$ cat config.mk
export PLATFORM = sky130hd
export DESIGN_NAME = mem_port_arbiter
export DESIGN_NICKNAME = d
export VERILOG_FILES = /design/src/rtl/mem_port_arbiter.sv
export SDC_FILE = /design/constraint.sdc
export NUM_CORES = 1
export LEC_CHECK = 0
export BUFFER_PORTS_ARGS = -buffer_cell sky130_fd_sc_hd__buf_2
export CAP_MARGIN = 20
export CORE_AREA = 5 5 178 180
export CTS_CLUSTER_DIAMETER = 200
export CTS_CLUSTER_SIZE = 20
export DETAILED_ROUTE_END_ITERATION = 8
export DIE_AREA = 0 0 183 185
export PLACE_DENSITY_LB_ADDON = 0.12
export SLEW_MARGIN = 20
export SYNTH_ARGS = -nofsm -noshare
export SYNTH_HDL_FRONTEND = slang
export SYNTH_SLANG_ARGS = --single-unit
export TNS_END_PERCENT = 50
$ cat constraint.sdc
create_clock -name clk -period 3.9 [get_ports clk]
set_input_delay 0.39 -clock clk [delete_from_list [all_inputs] [get_ports clk]]
set_output_delay 0.39 -clock clk [all_outputs]
set_load 0.05 [all_outputs]
$ cat src/rtl/mem_port_arbiter.sv
// Arbitrates the single-port 1024 x 64-bit data RAM between the read-only fetch port
// and the read/write data port through an IDLE/ACCESS/WAIT/RESP sequencer.
module mem_port_arbiter #(
    parameter int MEM_DEPTH  = 1024,
    parameter int MEM_AW     = 10,
    parameter int READ_LAT   = 1,
    parameter int STARVE_MAX = 4
) (
    input  logic              clk,
    input  logic              rst_n,
    input  logic              f_req,
    input  logic [63:0]       f_addr,
    output logic [63:0]       f_rdata,
    output logic              f_done,
    output logic              f_err,
    input  logic              d_req,
    input  logic              d_we,
    input  logic [63:0]       d_addr,
    input  logic [63:0]       d_wdata,
    output logic [63:0]       d_rdata,
    output logic              d_done,
    output logic              d_err,
    output logic              mem_en,
    output logic              mem_we,
    output logic [MEM_AW-1:0] mem_addr,
    output logic [63:0]       mem_wdata,
    input  logic [63:0]       mem_rdata
);

    localparam logic [1:0] ST_IDLE   = 2'd0;
    localparam logic [1:0] ST_ACCESS = 2'd1;
    localparam logic [1:0] ST_WAIT   = 2'd2;
    localparam logic [1:0] ST_RESP   = 2'd3;

    localparam int              SW         = $clog2(STARVE_MAX + 1);
    localparam logic [63:0]     DEPTH_W    = 64'(MEM_DEPTH);
    localparam logic [SW-1:0]   STARVE_LIM = SW'(STARVE_MAX);
    localparam logic [2:0]      WAIT_LAST  = 3'(READ_LAT - 1);

    logic [1:0]        state_q,     state_d;
    logic [SW-1:0]     starve_q,    starve_d;
    logic              owner_q,     owner_d;
    logic              we_q,        we_d;
    logic [2:0]        wait_q,      wait_d;
    logic              mem_en_q,    mem_en_d;
    logic              mem_we_q,    mem_we_d;
    logic [MEM_AW-1:0] mem_addr_q,  mem_addr_d;
    logic [63:0]       mem_wdata_q, mem_wdata_d;
    logic              f_done_q,    f_done_d;
    logic              d_done_q,    d_done_d;
    logic              f_err_q,     f_err_d;
    logic              d_err_q,     d_err_d;
    logic [63:0]       f_rdata_q,   f_rdata_d;
    logic [63:0]       d_rdata_q,   d_rdata_d;

    logic              grant_d_s;
    logic              grant_f_s;
    logic [63:0]       sel_addr_s;
    logic              sel_we_s;
    logic [63:0]       sel_wdata_s;
    logic              in_range_s;

    // Grant decision: data wins unless fetch has waited STARVE_MAX data grants.
    always_comb begin
        grant_d_s   = 1'b0;
        grant_f_s   = 1'b0;
        sel_addr_s  = 64'd0;
        sel_we_s    = 1'b0;
        sel_wdata_s = 64'd0;
        if (d_req && !(f_req && (starve_q == STARVE_LIM))) begin
            grant_d_s   = 1'b1;
            sel_addr_s  = d_addr;
            sel_we_s    = d_we;
            sel_wdata_s = d_wdata;
        end else if (f_req) begin
            grant_f_s   = 1'b1;
            sel_addr_s  = f_addr;
        end else begin
            grant_d_s   = 1'b0;
            grant_f_s   = 1'b0;
        end
        in_range_s = (sel_addr_s < DEPTH_W);
    end

    // Sequencer next-state and registered-output computation.
    always_comb begin
        state_d     = state_q;
        starve_d    = starve_q;
        owner_d     = owner_q;
        we_d        = we_q;
        wait_d      = wait_q;
        mem_en_d    = 1'b0;
        mem_we_d    = 1'b0;
        mem_addr_d  = mem_addr_q;
        mem_wdata_d = mem_wdata_q;
        f_done_d    = 1'b0;
        d_done_d    = 1'b0;
        f_err_d     = 1'b0;
        d_err_d     = 1'b0;
        f_rdata_d   = f_rdata_q;
        d_rdata_d   = d_rdata_q;
        case (state_q)
            ST_IDLE: begin
                if (grant_d_s || grant_f_s) begin
                    owner_d = grant_d_s;
                    we_d    = sel_we_s;
                    if (in_range_s) begin
                        state_d     = ST_ACCESS;
                        mem_en_d    = 1'b1;
                        mem_we_d    = sel_we_s;
                        mem_addr_d  = sel_addr_s[MEM_AW-1:0];
                        mem_wdata_d = sel_wdata_s;
                    end else begin
                        // Out-of-range: answer next cycle, RAM is never touched.
                        state_d  = ST_RESP;
                        d_done_d = grant_d_s;
                        d_err_d  = grant_d_s;
                        f_done_d = grant_f_s;
                        f_err_d  = grant_f_s;
                    end
                end else begin
                    state_d = ST_IDLE;
                end
                if (grant_f_s) begin
                    starve_d = '0;
                end else if (grant_d_s && f_req) begin
                    starve_d = starve_q + SW'(1);
                end else begin
                    starve_d = starve_q;
                end
            end
            ST_ACCESS: begin
                state_d = ST_WAIT;
                wait_d  = 3'd0;
            end
            ST_WAIT: begin
                if (wait_q == WAIT_LAST) begin
                    state_d  = ST_RESP;
                    d_done_d = owner_q;
                    f_done_d = !owner_q;
                    if (!we_q && owner_q) begin
                        d_rdata_d = mem_rdata;
                    end else if (!we_q) begin
                        f_rdata_d = mem_rdata;
                    end else begin
                        d_rdata_d = d_rdata_q;
                    end
                end else begin
                    wait_d = wait_q + 3'd1;
                end
            end
            ST_RESP: begin
                state_d = ST_IDLE;
            end
            default: begin
                state_d = ST_IDLE;
            end
        endcase
    end

    // State and output registers with synchronous active-low reset.
    always_ff @(posedge clk) begin
        if (!rst_n) begin
            state_q     <= ST_IDLE;
            starve_q    <= '0;
            owner_q     <= 1'b0;
            we_q        <= 1'b0;
            wait_q      <= 3'd0;
            mem_en_q    <= 1'b0;
            mem_we_q    <= 1'b0;
            mem_addr_q  <= '0;
            mem_wdata_q <= 64'd0;
            f_done_q    <= 1'b0;
            d_done_q    <= 1'b0;
            f_err_q     <= 1'b0;
            d_err_q     <= 1'b0;
            f_rdata_q   <= 64'd0;
            d_rdata_q   <= 64'd0;
        end else begin
            state_q     <= state_d;
            starve_q    <= starve_d;
            owner_q     <= owner_d;
            we_q        <= we_d;
            wait_q      <= wait_d;
            mem_en_q    <= mem_en_d;
            mem_we_q    <= mem_we_d;
            mem_addr_q  <= mem_addr_d;
            mem_wdata_q <= mem_wdata_d;
            f_done_q    <= f_done_d;
            d_done_q    <= d_done_d;
            f_err_q     <= f_err_d;
            d_err_q     <= d_err_d;
            f_rdata_q   <= f_rdata_d;
            d_rdata_q   <= d_rdata_d;
        end
    end

    assign mem_en    = mem_en_q;
    assign mem_we    = mem_we_q;
    assign mem_addr  = mem_addr_q;
    assign mem_wdata = mem_wdata_q;
    assign f_done    = f_done_q;
    assign d_done    = d_done_q;
    assign f_err     = f_err_q;
    assign d_err     = d_err_q;
    assign f_rdata   = f_rdata_q;
    assign d_rdata   = d_rdata_q;

    mem_port_arbiter_chk u_chk (
        .clk    (clk),
        .rst_n  (rst_n),
        .mem_en (mem_en_q),
        .mem_we (mem_we_q),
        .f_done (f_done_q),
        .d_done (d_done_q),
        .f_err  (f_err_q),
        .d_err  (d_err_q)
    );

endmodule

// Protocol properties of the arbiter outputs.
module mem_port_arbiter_chk (
    input logic clk,
    input logic rst_n,
    input logic mem_en,
    input logic mem_we,
    input logic f_done,
    input logic d_done,
    input logic f_err,
    input logic d_err
);

    a_we_needs_en: assert property (@(posedge clk) disable iff (!rst_n) mem_we |-> mem_en);
    a_one_done:    assert property (@(posedge clk) disable iff (!rst_n) !(f_done && d_done));
    a_f_err_done:  assert property (@(posedge clk) disable iff (!rst_n) f_err |-> f_done);
    a_d_err_done:  assert property (@(posedge clk) disable iff (!rst_n) d_err |-> d_done);
    a_no_en_done:  assert property (@(posedge clk) disable iff (!rst_n) mem_en |-> !(f_done || d_done));

endmodule

==> impl_metrics.py, run 1 <==
metrics = {
    "run_status": {
        "status": "completed",
    },
    "setup_path": {
        "cp.arrival_ps": 3090,
        "crit_path_end_kind": "flop",
        "crit_required_ps": 4310,
        "crit_type": "flop to flop",
        "crit_chain": "inv_1 > ha_1 > nand3_2 > nand2_1 > a21o_1 > a21oi_4 > buf_4 > a22o_1",
        "slowest_stage": "buf_4",
        "cp_top_family": "compound AO/OA/AOI/OAI gates",
        "critPathLaunchType": "flop",
        "cp.buffers_inverters": 2,
        "path_max_fanout": 64,
        "slowest_delay_ps": 540,
    },
    "timing": {
        "worst_pin_slew_ps": 984,
        "final-setup-viol-count": 0,
        "max_freq_ghz": 0.373,
        "fin_crit_ps": 2680,
        "slew_headroom": 0.344,
        "fin_setup_tns_ps": 0,
        "holdWs_ps": 127,
        "min_period_over_period": 0.687,
        "rsz0062_at_grt": "false",
        "report.final.slew_viol_count": 0,
        "hold_viol": 0,
        "skew_ps": 24.3,
    },
    "global_routing": {
        "grt_max_degree": 65,
        "antenna_found_initial": 3,
        "overflow": 0,
        "grt_pass1_wl_um": 46600,
        "grt_usage": 0.172,
        "grt_pass1_vias": 7788,
    },
    "die": {
        "die_w_um": 183,
        "initial_core_util": 0.270,
        "ios": 469,
        "die_h_um": 185,
        "core_area_um2": 30000,
        "dieArea_um2": 33900,
        "rows": 64,
    },
    "synth": {
        "synth_commonest_cells": "nand2_1, dfxtp_1, a21oi_1",
        "synthXorXnorAreaFrac": 0,
        "avgSynthCellArea_um2": 9.07,
        "synth_top_area_share": 0.538,
        "synth-seq-area-share": 0.538,
        "synth-adder-area-share": 0.0108,
        "netlist_area_um2": 8110,
        "ys_ff_latch": 218,
        "synth_top_family_by_area": "compound AO/OA/AOI/OAI gates",
        "muxShareOfSynthArea": 0,
        "synth.area.top_cells": "dfxtp_1, nand2_1, a21oi_1",
        "async_flop_share": 0,
        "synth_nets": 1162,
        "yosysMostFrequentCell": "nand2_1",
        "synth.yosys.warnings": 0,
        "synth_edf_count": 0,
        "synth.distinct_cells": 39,
        "yosysTopAreaCell": "dfxtp_1",
        "syn_inst": 894,
        "synth_compound_area_frac": 0.203,
        "synth_ff_type": "dfxtp_1",
        "yosys.area_share.simple": 0.198,
    },
    "detailed_routing": {
        "via_count": 7955,
        "first_pass_iters": 5,
        "avgViaCountPerCell": 4.60,
        "wirelength_um": 31300,
        "drt_iter0_drc": 422,
        "wl_per_cell_um": 18.1,
        "antenna_left": 0,
        "drc": 0,
    },
    "placement": {
        "gp_congestion": 0.932,
        "io_buffers": 468,
        "dp_hpwl_um": 23400,
    },
    "cts": {
        "cts_root_buffer": "clkbuf_16",
        "max-clock-path-buffers": 3,
        "cts_buffers": 14,
        "cts_tree": "built",
        "clk_latency_ps": 480,
        "h-tree-depth": 1,
        "cts_setup_buffers": 0,
        "cts.repair.resized": 0,
        "cts.clk_slew.worst_paths_ps": 90,
        "cts.sink_count": 218,
        "hold_buffers": 0,
    },
    "cells_and_area": {
        "syn_to_final_growth_pct": 37.2,
        "multi_input_area_um2": 3360,
        "n_fill_cell": 3154,
        "seq_area_um2": 4360,
        "drive_gt1_frac": 0.396,
        "utilization": 0.370,
        "nets": 1600,
    },
    "power_and_ir_drop": {
        "power.total_uw": 4890,
        "powerDensity_nw_per_um2": 440,
        "leakage_uw": 0.00505,
        "ir_drop_v": 0.000304,
    },
    "flow_run": {
        "maxCapViolCount": 0,
    },
    "min_path": {
        "hold_path.class": "input pin to flop",
    },
}
[through the flow]
step	setup slack (ps)	cell area (um2)	cells
after floorplan	1870	8110	894
after global placement	939	10700	1712
after detailed placement	876	10700	1712
after CTS	1200	11100	1728
after global routing	979	11100	1729
final	1220	11100	1730
[power breakdown]
part / total (uW) / internal, uW / switching [uW]
Combinational: 1050 / 288 / 757
Clock: 1470 / 707 / 762
Sequential: 2380 / 2330 / 49.1
Total: 4890 / 3320 / 1570
[layout make-up]
cell class	instances	share of cell area
clock buffer	16	0.0350
antenna	2	0.000450
inverter	9	0.00326
tap	396	0.0445
timing repair buffer	485	0.222
multi-input combinational	604	0.302
sequential	218	0.392
[registers in the layout, indices dropped and copies added (netlist names)]
signal and cells:
d_rdata 64, f_rdata 64, mem_wdata 64, mem_addr 10, starve_q 3, wait_q 3
state_q 2, d_done 1, d_err 1, f_done 1, f_err 1, mem_en 1
mem_we 1, owner_q 1, we_q 1
[routing by layer]
layer,global-route usage,part of all wire,wire (um)
met3,0.0670,0.11,3430
met1,0.217,0.41,13000
met4,0.0438,0.026,819
met5,0,0.00042,13
met2,0.278,0.45,14100
[path summary, 6_finish.rpt]
| kind | from | slack, ps | cells past startpoint | to |
|---|---|---|---|---|
| worst max-delay path | starve_q[0] | 1220 | 8 | mem_wdata[53] |
| worst min-delay path | d_wdata[62] | 130 | 2 | mem_wdata[62] |
| worst max register to register | starve_q[0] | 1220 | 8 | mem_wdata[53] |
| worst min register to register | d_rdata[8] | 450 | 2 | d_rdata[8] |
[cells in the final DEF, fill, tap and decap left out, types with 7 or more instances in the layout]
master	n
a21oi_1	145
nor4_1	29
nor2_1	9
a22o_1	64
buf_2	468
inv_1	8
ha_1	7
and3_1	10
dfxtp_1	218
clkbuf_16	15
nand2_1	267
a2111oi_4	8
buf_4	17
nor3_1	13
nand4_1	9
[logic make-up (layout without fill, tap and decap cells)]
family | after synthesis | count (layout)
compound gates | 235 | 235
other cells | 0 | 2
flops | 218 | 218
fa+ha+maj | 7 | 7
simple gates | 362 | 362
buf+inv | 72 | 510
(Power assumes the default switching activity.)
==> inputs of run 2 (changes only) <==
- CORE_AREA: 5 5 178 180 -> 5 5 182 184
- DIE_AREA: 0 0 183 185 -> 0 0 187 189
- clock period: 3.9 -> 2.2 ns (I/O delays scaled with it)
==> run 2 against run 1 <==
Effect of this change: count of clock-buffer cells in the layout is the same; wire length is 5.3% higher; final cell count is 8.4% higher; die area is 4.4% higher; critical path type unchanged; worst setup slack lost 1100 ps; critical endpoint is now mem_wdata[16].
==> impl_metrics.py, run 2 (synthesis results as in run 1) <==
metrics = {
    "cells_and_area": {
        "syn_to_final_growth_pct": 56.3,
        "mostFrequentLayoutCells": "buf_2, nand2_1, dfxtp_1, a21oi_1, dlygate4sd3_1",
        "finalNonFillerCells": 1875,
        "seq_area_um2": 4370,
        "nets": 1741,
        "drive_gt1_frac": 0.367,
        "multi_input_area_um2": 3360,
        "n_fill_cell": 3235,
        "num_antenna_cells": 0,
        "utilization": 0.406,
        "layout_commonest_cell": "buf_2",
    },
    "cts": {
        "h-tree-depth": 1,
        "cts.clk_slew.worst_paths_ps": 90,
        "cts_root_buffer": "clkbuf_16",
        "cts.sink_count": 218,
        "cts_tree": "built",
        "clk_latency_ps": 480,
        "max-clock-path-buffers": 3,
        "cts_setup_buffers": 0,
        "cts_buffers": 14,
    },
    "global_routing": {
        "grt_usage": 0.177,
        "antenna_found_initial": 0,
        "grt_max_degree": 73,
        "grt_pass1_wl_um": 51200,
        "overflow": 0,
        "grt_pass1_vias": 8706,
    },
    "detailed_routing": {
        "via_count": 8576,
        "wirelength_um": 32900,
        "drc": 0,
        "first_pass_iters": 4,
        "antenna_left": 0,
        "wl_per_cell_um": 17.6,
        "avgViaCountPerCell": 4.57,
        "drt_iter0_drc": 385,
    },
    "setup_path": {
        "crit_required_ps": 2610,
        "cp.buffers_inverters": 2,
        "cp_top_family": "simple AND/OR/NAND/NOR gates",
        "critPathLaunchType": "flop",
        "cp.arrival_ps": 2470,
        "slowest_delay_ps": 490,
        "path_max_fanout": 40,
        "crit_chain": "inv_1 > ha_1 > nand3_2 > and2_4 > nand3_1 > or4_4 > nor2_8 > buf_12 > a22o_1",
        "slowest_stage": "or4_4",
        "crit_type": "flop to flop",
        "crit_path_end_kind": "flop",
    },
    "timing": {
        "report.final.slew_viol_count": 0,
        "skew_ps": 15.7,
        "hold_viol": 0,
        "max_freq_ghz": 0.487,
        "worst_pin_slew_ps": 488,
        "final-setup-viol-count": 0,
        "rsz0062_at_grt": "false",
        "min_period_over_period": 0.934,
        "fin_crit_ps": 2050,
        "slew_headroom": 0.672,
    },
    "power_and_ir_drop": {
        "switching_share": 0.318,
        "leakage_uw": 0.00571,
        "powerDensity_nw_per_um2": 704,
        "power.share.combinational": 0.236,
        "internal_power_uw": 6090,
        "switchingPower_uw": 2830,
        "seqPwrFrac": 0.473,
        "clkPwrFrac": 0.291,
        "power.total_uw": 8920,
        "ir_drop_v": 0.000587,
    },
    "die": {
        "ios": 469,
        "initial_core_util": 0.260,
        "dieArea_um2": 35300,
        "die_w_um": 187,
        "core_area_um2": 31200,
        "die_h_um": 189,
        "rows": 65,
    },
    "min_path": {
        "hold_path.class": "input pin to flop",
    },
    "flow_run": {
        "maxCapViolCount": 0,
    },
    "placement": {
        "io_buffers": 468,
        "gp_congestion": 0.915,
        "dp_hpwl_um": 23500,
        "dp.cells": 1730,
    },
    "run_status": {
        "status": "completed",
    },
}
## run 2: layout make-up
cell class                 instances  area share
clock buffer                      16      0.0307
inverter                           9     0.00286
timing repair buffer             626       0.317
sequential                       218       0.345
multi-input combinational        604       0.265
tap                              402      0.0397
## run 2: worst paths after layout
kind                    start             to  slack, ps  cells after the start
hold / removal      d_addr[5]    mem_addr[5]         50                      3
hold reg to reg   f_rdata[39]    f_rdata[39]        450                      2
setup reg to reg  starve_q[0]  mem_wdata[16]        150                      9
setup / recovery  starve_q[0]  mem_wdata[16]        150                      9
## run 2: metrics by stage
step	TNS (ps)	hold WS, ps	area, um2	setup slack [ps]
after detailed placement	-578	433	11000	-79.2
after global routing	0	40.1	12700	5.49
after global placement	-678	429	11000	-90.1
after CTS	0	27.3	12700	96.6
final	0	51.5	12700	145
after floorplan	0	338	8110	169
## run 2: power by group through the flow
stage                     Sequential, uW  Clock (uW)  Combinational [uW]
after global placement              4300           0                1940
after floorplan                     4900           0                 602
after detailed placement            4310           0                1930
final                               4220        2600                2110
after CTS                           4220        2760                2130
after global routing                4240        2870                2270
## run 2: repair_timing
item / CTS / global route
resized for setup: 0 / 1
hold endpoints to repair: 192 / 0
endpoints found under the setup margin: 0 / 61
hold buffers: 129 / 0
## run 2: layer usage
layer  share of wire  up-vias  wire length, um  track usage
li1                -     4247                -            -
met1            0.45     3997            14800        0.234
met2            0.44      302            14700        0.285
met3           0.086       30             2840       0.0590
met4           0.019        0              627       0.0338
met5               0        -                0            0
## run 2: worst min-delay path, delay by kind of cell
| kind | cells | cell delay, ps |
|---|---|---|
| buffers and inverters | 1 | 100 |
| AND/OR/NAND/NOR | 1 | 110 |
| AO/OA/AOI/OAI | 1 | 60 |
==> inputs of run 3 (changes only) <==
- PLACE_DENSITY: not set -> 0.51
- PLACE_DENSITY_LB_ADDON: 0.12 -> not set
==> run 3 against run 2 <==
Effect of this change: clock skew fell by 4.1 ps; register-to-register slack got worse by 20 ps; final cell count rose by 0.11%; wire length rose by 0.12%; fmax fell by 0.81%; total power fell by 0.10%; die area did not move.
==> impl_metrics.py, run 3 (synthesis results as in run 1) <==
metrics = {
    "run_status": {
        "status": "completed",
    },
    "setup_path": {
        "critPathLaunchType": "flop",
        "crit_type": "flop to flop",
        "crit_required_ps": 2610,
        "r2r_slack_ps": 130,
        "r2r-end": "mem_wdata[57]",
        "path_max_fanout": 37,
        "rr_worst_depth": 9,
        "r2r-start": "starve_q[0]",
        "cp.arrival_ps": 2480,
        "startpoint": "starve_q[0]",
        "cp-endpoint": "mem_wdata[57]",
        "crit_path_end_kind": "flop",
    },
    "placement": {
        "place_ws_ps": -95.2,
        "post_dp_cell_area_um2": 10900,
        "io_buffers": 468,
        "dp_hpwl_um": 23700,
        "gp_congestion": 0.977,
    },
    "die": {
        "die_h_um": 189,
        "die_w_um": 187,
        "rows": 65,
        "core_area_um2": 31200,
        "dieArea_um2": 35300,
        "initial_core_util": 0.260,
        "ios": 469,
    },
    "power_and_ir_drop": {
        "ir_drop_v": 0.000470,
        "power.share.combinational": 0.236,
        "power.total_uw": 8910,
        "switchingPower_uw": 2830,
        "internal_power_uw": 6080,
        "powerDensity_nw_per_um2": 706,
        "switching_share": 0.317,
        "leakage_uw": 0.00568,
        "clkPwrFrac": 0.291,
        "seqPwrFrac": 0.473,
    },
    "timing": {
        "final-setup-viol-count": 0,
        "max_freq_ghz": 0.483,
        "fin_setup_tns_ps": 0,
        "worst_pin_slew_ps": 510,
        "skew_ps": 11.6,
        "fin_crit_ps": 2070,
        "report.final.slew_viol_count": 0,
        "hold_viol": 0,
        "setup_slack_ps": 128,
        "rsz0062_at_grt": "false",
        "slew_headroom": 0.657,
        "min_period_over_period": 0.942,
        "holdWs_ps": 51.0,
    },
    "cts": {
        "cts_tree": "built",
        "cts_buffers": 14,
        "cts.clk_slew.worst_paths_ps": 90,
        "h-tree-depth": 1,
        "cts_root_buffer": "clkbuf_16",
        "max-clock-path-buffers": 3,
        "clk_latency_ps": 470,
        "cts.sink_count": 218,
    },
    "flow_run": {
        "maxCapViolCount": 0,
    },
    "min_path": {
        "hold_path.class": "input pin to flop",
        "min_delay_path_depth": 3,
    },
    "detailed_routing": {
        "via_count": 8653,
        "antenna_left": 0,
        "wirelength_um": 33000,
        "drc": 0,
        "drt_iter0_drc": 321,
        "wl_per_cell_um": 17.6,
        "avgViaCountPerCell": 4.61,
        "first_pass_iters": 4,
    },
    "cells_and_area": {
        "mostFrequentLayoutCells": "buf_2, nand2_1, dfxtp_1, a21oi_1, dlygate4sd3_1",
        "drive_gt1_frac": 0.366,
        "n_fill_cell": 3126,
        "nets": 1741,
        "layout_commonest_cell": "buf_2",
        "design_area_um2": 12600,
        "syn_to_final_growth_pct": 55.8,
    },
    "global_routing": {
        "grt_pass1_vias": 8613,
        "grt_usage": 0.174,
        "grt_pass1_wl_um": 50200,
        "overflow": 0,
        "grt_max_degree": 85,
        "antenna_found_initial": 2,
    },
}
[run 3: changes by cell type in the layout (fill, tap and decap cells not counted)]
| cell | previous run | this run |
|---|---|---|
| dfxtp_1 | 217 | 218 |
| buf_6 | 0 | 1 |
| dfxtp_2 | 1 | 0 |
| buf_12 | 13 | 9 |
| diode_2 | 0 | 2 |
| buf_4 | 16 | 19 |
[run 3: timing repair]
item,CTS,global route
hold buffers,129,0
gates resized for setup,0,1
endpoints found under the hold margin,190,0
setup buffers,0,0
setup endpoints to repair,0,64
[run 3: area by class of cell]
| class | instances | area [um2] | share of cell area |
|---|---|---|---|
| inverters | 9 | 36.3 | 0.00287 |
| repair buffers | 626 | 3970 | 0.314 |
| multi-input cells | 604 | 3360 | 0.266 |
| diodes | 2 | 5.00 | 0.000396 |
| clock buffers | 16 | 389 | 0.0308 |
| flip-flops and latches | 218 | 4360 | 0.346 |
| well taps | 402 | 503 | 0.0398 |
[run 3: worst min path at each step]
stage	endpoint	start
3_3_place_gp	mem_wdata[57]	d_wdata[57]
2_1_floorplan	mem_we	d_we
6_report	mem_addr[5]	d_addr[5]
3_5_place_dp	mem_wdata[32]	d_wdata[32]
5_1_grt	state_q[1]	rst_n
4_1_cts	state_q[1]	rst_n
[run 3: power groups by stage]
stage          clock [uW]  combinational, uW  sequential [uW]
3_5_place_dp            0               1920             4310
4_1_cts              2730               2120             4220
3_3_place_gp            0               1920             4300
6_report             2600               2100             4220
2_1_floorplan           0                602             4900
5_1_grt              2880               2250             4250
[run 3: stage by stage]
step,util,std cells
detailed placement,0.350,1730
CTS,0.404,1875
global route,0.404,1877
global placement,0.350,1730
finish,0.404,1877
floorplan,-,894
[run 3: critical path, stage by stage (launching register included)]
cell,delay (ps)
dfxtp_1,390
inv_1,60
ha_1,200
nand3_2,110
and2_4,160
nand3_1,60
or4_4,480
nor2_8,160
buf_12,210
a22o_1,170
[run 3: metal layers]
metal	vias to the layer above	track usage	part of all wire
met5	-	0	0
met4	0	0.0427	0.023
met3	46	0.0503	0.077
met2	317	0.280	0.46
met1	4034	0.231	0.44
li1	4256	-	-
